===== src/rtl/mu0_mem_resp.sv =====
// mu0_mem_resp: memory-side responder for the MU0 Rd/Wr bus.
// Holds 2^AW_MEM x 16-bit words. A request sampled in IDLE is latched, held
// for WAIT cycles, then acknowledged with a one-cycle Ready pulse (ACK).
// Addresses with bits set above AW_MEM-1 read as zero and discard writes.
//
// Ports:
//   Clk    in   1   rising-edge clock
//   Reset  in   1   asynchronous active-low reset
//   Addr   in  12   word address
//   Din    in  16   write data
//   Rd     in   1   read request (level)
//   Wr     in   1   write request (level, wins over Rd)
//   Dout   out 16   registered read data, held until next completed read
//   Ready  out  1   registered one-cycle acknowledge
module mu0_mem_resp #(
  parameter int unsigned WAIT   = 2,
  parameter int unsigned AW_MEM = 8
) (
  input  logic        Clk,
  input  logic        Reset,
  input  logic [11:0] Addr,
  input  logic [15:0] Din,
  input  logic        Rd,
  input  logic        Wr,
  output logic [15:0] Dout,
  output logic        Ready
);

  localparam logic [3:0]  WAIT_CNT = 4'(WAIT);
  localparam int unsigned DEPTH    = 1 << AW_MEM;

  typedef enum logic [1:0] {S_IDLE, S_WAIT, S_ACK} state_t;

  state_t      state_q, state_d;
  logic [3:0]  cnt_q, cnt_d;
  logic [11:0] addr_q, addr_d;
  logic [15:0] din_q, din_d;
  logic        wr_q, wr_d;
  logic [15:0] dout_q;
  logic        ready_q;

  logic [15:0] mem [DEPTH];

  logic              in_idle;
  logic [11:0]       eff_addr;
  logic [15:0]       eff_din;
  logic              eff_wr;
  logic              enter_ack;
  logic              in_range;
  logic [AW_MEM-1:0] idx;

  always_comb begin
    state_d = state_q;
    cnt_d   = cnt_q;
    addr_d  = addr_q;
    din_d   = din_q;
    wr_d    = wr_q;
    unique case (state_q)
      S_IDLE: begin
        if (Rd || Wr) begin
          addr_d = Addr;
          din_d  = Din;
          wr_d   = Wr;
          if (WAIT_CNT == 4'd0) begin
            state_d = S_ACK;
          end else begin
            cnt_d   = WAIT_CNT;
            state_d = S_WAIT;
          end
        end
      end
      S_WAIT: begin
        cnt_d = cnt_q - 4'd1;
        if (cnt_q == 4'd1) state_d = S_ACK;
      end
      S_ACK:   state_d = S_IDLE;
      default: state_d = S_IDLE;
    endcase
  end

  // With WAIT=0 the ACK is entered straight from IDLE, before the latches
  // hold the request, so the access uses the live bus in that case.
  always_comb begin
    in_idle   = (state_q == S_IDLE);
    eff_addr  = in_idle ? Addr : addr_q;
    eff_din   = in_idle ? Din  : din_q;
    eff_wr    = in_idle ? Wr   : wr_q;
    enter_ack = (state_d == S_ACK) && (state_q != S_ACK);
    in_range  = ((eff_addr >> AW_MEM) == '0);
    idx       = eff_addr[AW_MEM-1:0];
  end

  always_ff @(posedge Clk or negedge Reset) begin
    if (!Reset) begin
      state_q <= S_IDLE;
      cnt_q   <= '0;
      addr_q  <= '0;
      din_q   <= '0;
      wr_q    <= 1'b0;
      dout_q  <= '0;
      ready_q <= 1'b0;
    end else begin
      state_q <= state_d;
      cnt_q   <= cnt_d;
      addr_q  <= addr_d;
      din_q   <= din_d;
      wr_q    <= wr_d;
      ready_q <= (state_d == S_ACK);
      if (enter_ack && !eff_wr) dout_q <= in_range ? mem[idx] : '0;
    end
  end

  // Storage is never reset; Reset gates the write so an aborted write
  // cannot land on the edge where reset is held.
  always_ff @(posedge Clk) begin
    if (Reset && enter_ack && eff_wr && in_range) mem[idx] <= eff_din;
  end

  assign Dout  = dout_q;
  assign Ready = ready_q;

endmodule


===== config.mk =====
export PLATFORM = sky130hd
export DESIGN_NAME = mu0_mem_resp
export DESIGN_NICKNAME = d
export VERILOG_FILES = /design/src/rtl/mu0_mem_resp.sv
export SDC_FILE = /design/constraint.sdc
export NUM_CORES = 2
export LEC_CHECK = 0
export CORE_MARGIN = 2
export CORE_UTILIZATION = 30
export DETAILED_ROUTE_END_ITERATION = 10
export PLACE_DENSITY = 0.46
export SLEW_MARGIN = 20
export SYNTH_ARGS = -nofsm -noshare
export SYNTH_HDL_FRONTEND = slang
export SYNTH_SLANG_ARGS = --single-unit
export TNS_END_PERCENT = 1

===== constraint.sdc =====
create_clock -name Clk -period 5.82 [get_ports Clk]
set_clock_uncertainty 0.15 [all_clocks]
set_input_delay 0.873 -clock Clk [delete_from_list [all_inputs] [get_ports Clk]]
set_output_delay 0.873 -clock Clk [all_outputs]
set_load 0.02 [all_outputs]

==> results_dict.tcl <==
set metrics [dict create \
    wl_per_cell_um 30.8 \
    drive_gt1_share_pct 14.7 \
    rsz0062_at_grt "false" \
    gp_congestion 0.834 \
    layout_commonest_cell "edfxtp_1" \
    finalHoldViolCount 0 \
    pwr-share-seq_pct 39.6 \
    crit_start "state_q[1]$_DFF_PN0_" \
    grt_max_degree 134 \
    outcome "completed" \
    finish.instance_area_sq_um 178000 \
    synth_edf_count 4096 \
    slew_violations 0 \
    clockRootBuffer "clkbuf_16" \
    vias 90100 \
    die_w_um 713 \
    ctsHoldBuffers 1 \
    syn_nets 8799 \
    drc 0 \
    yosysUniqueCellTypes 44 \
    cts_tree "done" \
    drt_iter0_drc 10800 \
    worst_setup_path_start_kind "register" \
    tightest_slew_ps 1210 \
    synth_top_area_share_pct 81.6 \
    synth_warnings 0 \
    areaGrowthSynthToFinish_pct 18.2 \
    core_area_sq_um 501000 \
    routed_wirelength_um 505000 \
    ys_seq_elements 4148 \
    setup_violations 0 \
    postRouteAntennaNets 0 \
    synth_top_flop_cell "edfxtp_1" \
    avgSynthCellArea_sq_um 17.2 \
    swShare_pct 36.7 \
    final_util_pct 35.6 \
    nNetsFinal 9349 \
    antenna_found_initial 29 \
    hold_slack_ps 255 \
    track_usage_pct 19.1 \
    start_util_pct 30.1 \
    numClockSinks 4148 \
    synth_top_cell_by_area "edfxtp_1" \
    p_switching_mw 36.4 \
    finalCritPeriodShare_pct 95.0 \
    hpwl_um 301000 \
    p_int_mw 62.6 \
    tns_ps 0 \
    ios 49 \
    p_leak_nw 53.7 \
    hold_class "in2async" \
    layout_common_cells "edfxtp_1, o22ai_1, o21ai_0, buf_4, clkbuf_16" \
    crit_type "reg2reg" \
    r2r-end "Dout[9]$_DFFE_PN0P_" \
    clk_path_buf_depth 4 \
    fp-row-count 260 \
    ir_drop_mv 0.547 \
    grt_pass1_wl_um 699000 \
    die_area_sq_um 508000 \
    worst-path-max-fanout 49 \
    cts-resized-gates 0 \
    relSlewSlack_pct 17.9 \
    cp-end-kind "register" \
    viasPerCell 5.50 \
    reg2reg_slack_ps 290 \
    grt_pass1_vias 88200 \
    netlist_area_sq_um 151000 \
    pwr-share-clk_pct 27.8 \
    htree_levels 5 \
    worstReg2RegStart "state_q[1]$_DFF_PN0_" \
    numCtsBuffers 437 \
    rr_worst_depth 12 \
    period_needed_ps 5530 \
    fmax_ghz 0.181 \
    combPwrFrac_pct 32.6 \
    placed_area_sq_um 164000 \
    async_reset_ff_share_pct 1.25 \
    power_density_nw_per_um2 556 \
    cp_data_arrival_time_ps 6280 \
    grt_overflow 0 \
    cp.required_ps 6570 \
    fp.dieH_um 713 \
    post_cts_buffers 0 \
    ys_seq_area_share_pct 82.5 \
    dr.pass1.iters 8 \
    max_cap_viol_count 0 \
    syn_inst 8765 \
    endpoint "Dout[9]$_DFFE_PN0P_" \
    io_buffers 48 \
    synth_area_leaders "edfxtp_1, o22ai_1, o21ai_0, a41oi_1, buf_2" \
    clk_latency_ps 1000 \
    nFillCells 47000 \
    clkTransAtPathRegs_ps 60 \
]
## flip-flops by register name, summed over array words and instances (netlist names)
name     count
cnt_q        4
wr_q         1
state_q      2
mem       4096
Dout        16
Ready        1
din_q       16
addr_q      12
## through the flow
stage,total power [mW],setup WS (ps),instances
finish,98.9,289,16400
CTS,99.4,289,16400
detailed placement,71.9,-162,15600
floorplan,55.9,214,8765
global route,102,292,16400
global placement,71.4,-458,15600
## cells in the mapped netlist (3+ instances only)
cell / instances
edfxtp_1: 4096
o22ai_1: 1925
o21ai_0: 952
buf_2: 382
nor2_1: 262
clkbuf_1: 240
a41oi_1: 239
nand2_1: 177
a22oi_1: 128
a21oi_1: 65
o41ai_1: 54
o21ai_1: 53
dfrtp_1: 52
nand3_1: 23
nor4_1: 19
nand4_1: 13
o21a_1: 12
buf_6: 11
inv_1: 9
nand2b_1: 9
buf_1: 4
o21ai_2: 4
buf_4: 3
o31a_1: 3
## worst min path at each step
stage	endpoint	slack, ps	depth (start not counted)
2_1_floorplan	din_q[0]$_DFFE_PN0P_	300	2
3_3_place_gp	din_q[8]$_DFFE_PN0P_	310	2
3_5_place_dp	din_q[13]$_DFFE_PN0P_	310	2
4_1_cts	Dout[5]$_DFFE_PN0P_	210	2
5_1_grt	Dout[11]$_DFFE_PN0P_	250	2
6_report	Dout[5]$_DFFE_PN0P_	250	2
## per-layer routing
layer / vias up / part of all wire, % / track usage [%]
met3: 792 / 6.7 / 2.69
met5: - / 0.016 / 0
li1: 37900 / - / -
met2: 3576 / 47 / 31.2
met4: 10 / 3.9 / 6.86
met1: 47900 / 42 / 26.1
## layout make-up
type / instances / area, sq um / area share (%)
Clock inverter: 266 / 2570 / 1.45
Inverter: 9 / 33.8 / 0.0190
Antenna cell: 17 / 42.5 / 0.0239
Clock buffer: 541 / 11500 / 6.47
Multi-Input combinational cell: 3968 / 24100 / 13.5
Tap cell: 6681 / 8360 / 4.70
Sequential cell: 4148 / 124000 / 69.8
Timing Repair Buffer: 751 / 7060 / 3.97
## cells by family after synthesis
| group | after synthesis | share of synthesized area [%] |
|---|---|---|
| DFF | 4148 | 82.5 |
| AOI/OAI and AO/OA | 3445 | 14.1 |
| buffers and inverters | 649 | 2.00 |
| and+or+nand+nor | 520 | 1.42 |
| adders and majority gates | 2 | 0.0166 |
| muxes | 1 | 0.00664 |
## critical path: stages (launching register included)
cell and delay [ps]:
dfrtp_1 460, nor2_4 690, o21a_4 680, buf_12 310, buf_12 290, buf_4 370, o22ai_1 130, o21ai_0 230
a41oi_1 280, nor4_1 970, buf_4 260, o21ai_1 250, o21ai_1 250
## power by group through the flow
stage / registers [mW] / clock network, mW / logic [mW]
final: 39.2 / 27.6 / 32.2
after global routing: 39.2 / 29.1 / 33.9
after CTS: 39.1 / 28.0 / 32.3
after global placement: 39.8 / 0 / 31.6
after detailed placement: 39.8 / 0 / 32.2
after floorplan: 40.9 / 0 / 15.0
No activity file was read; power rests on OpenSTA's default activity.
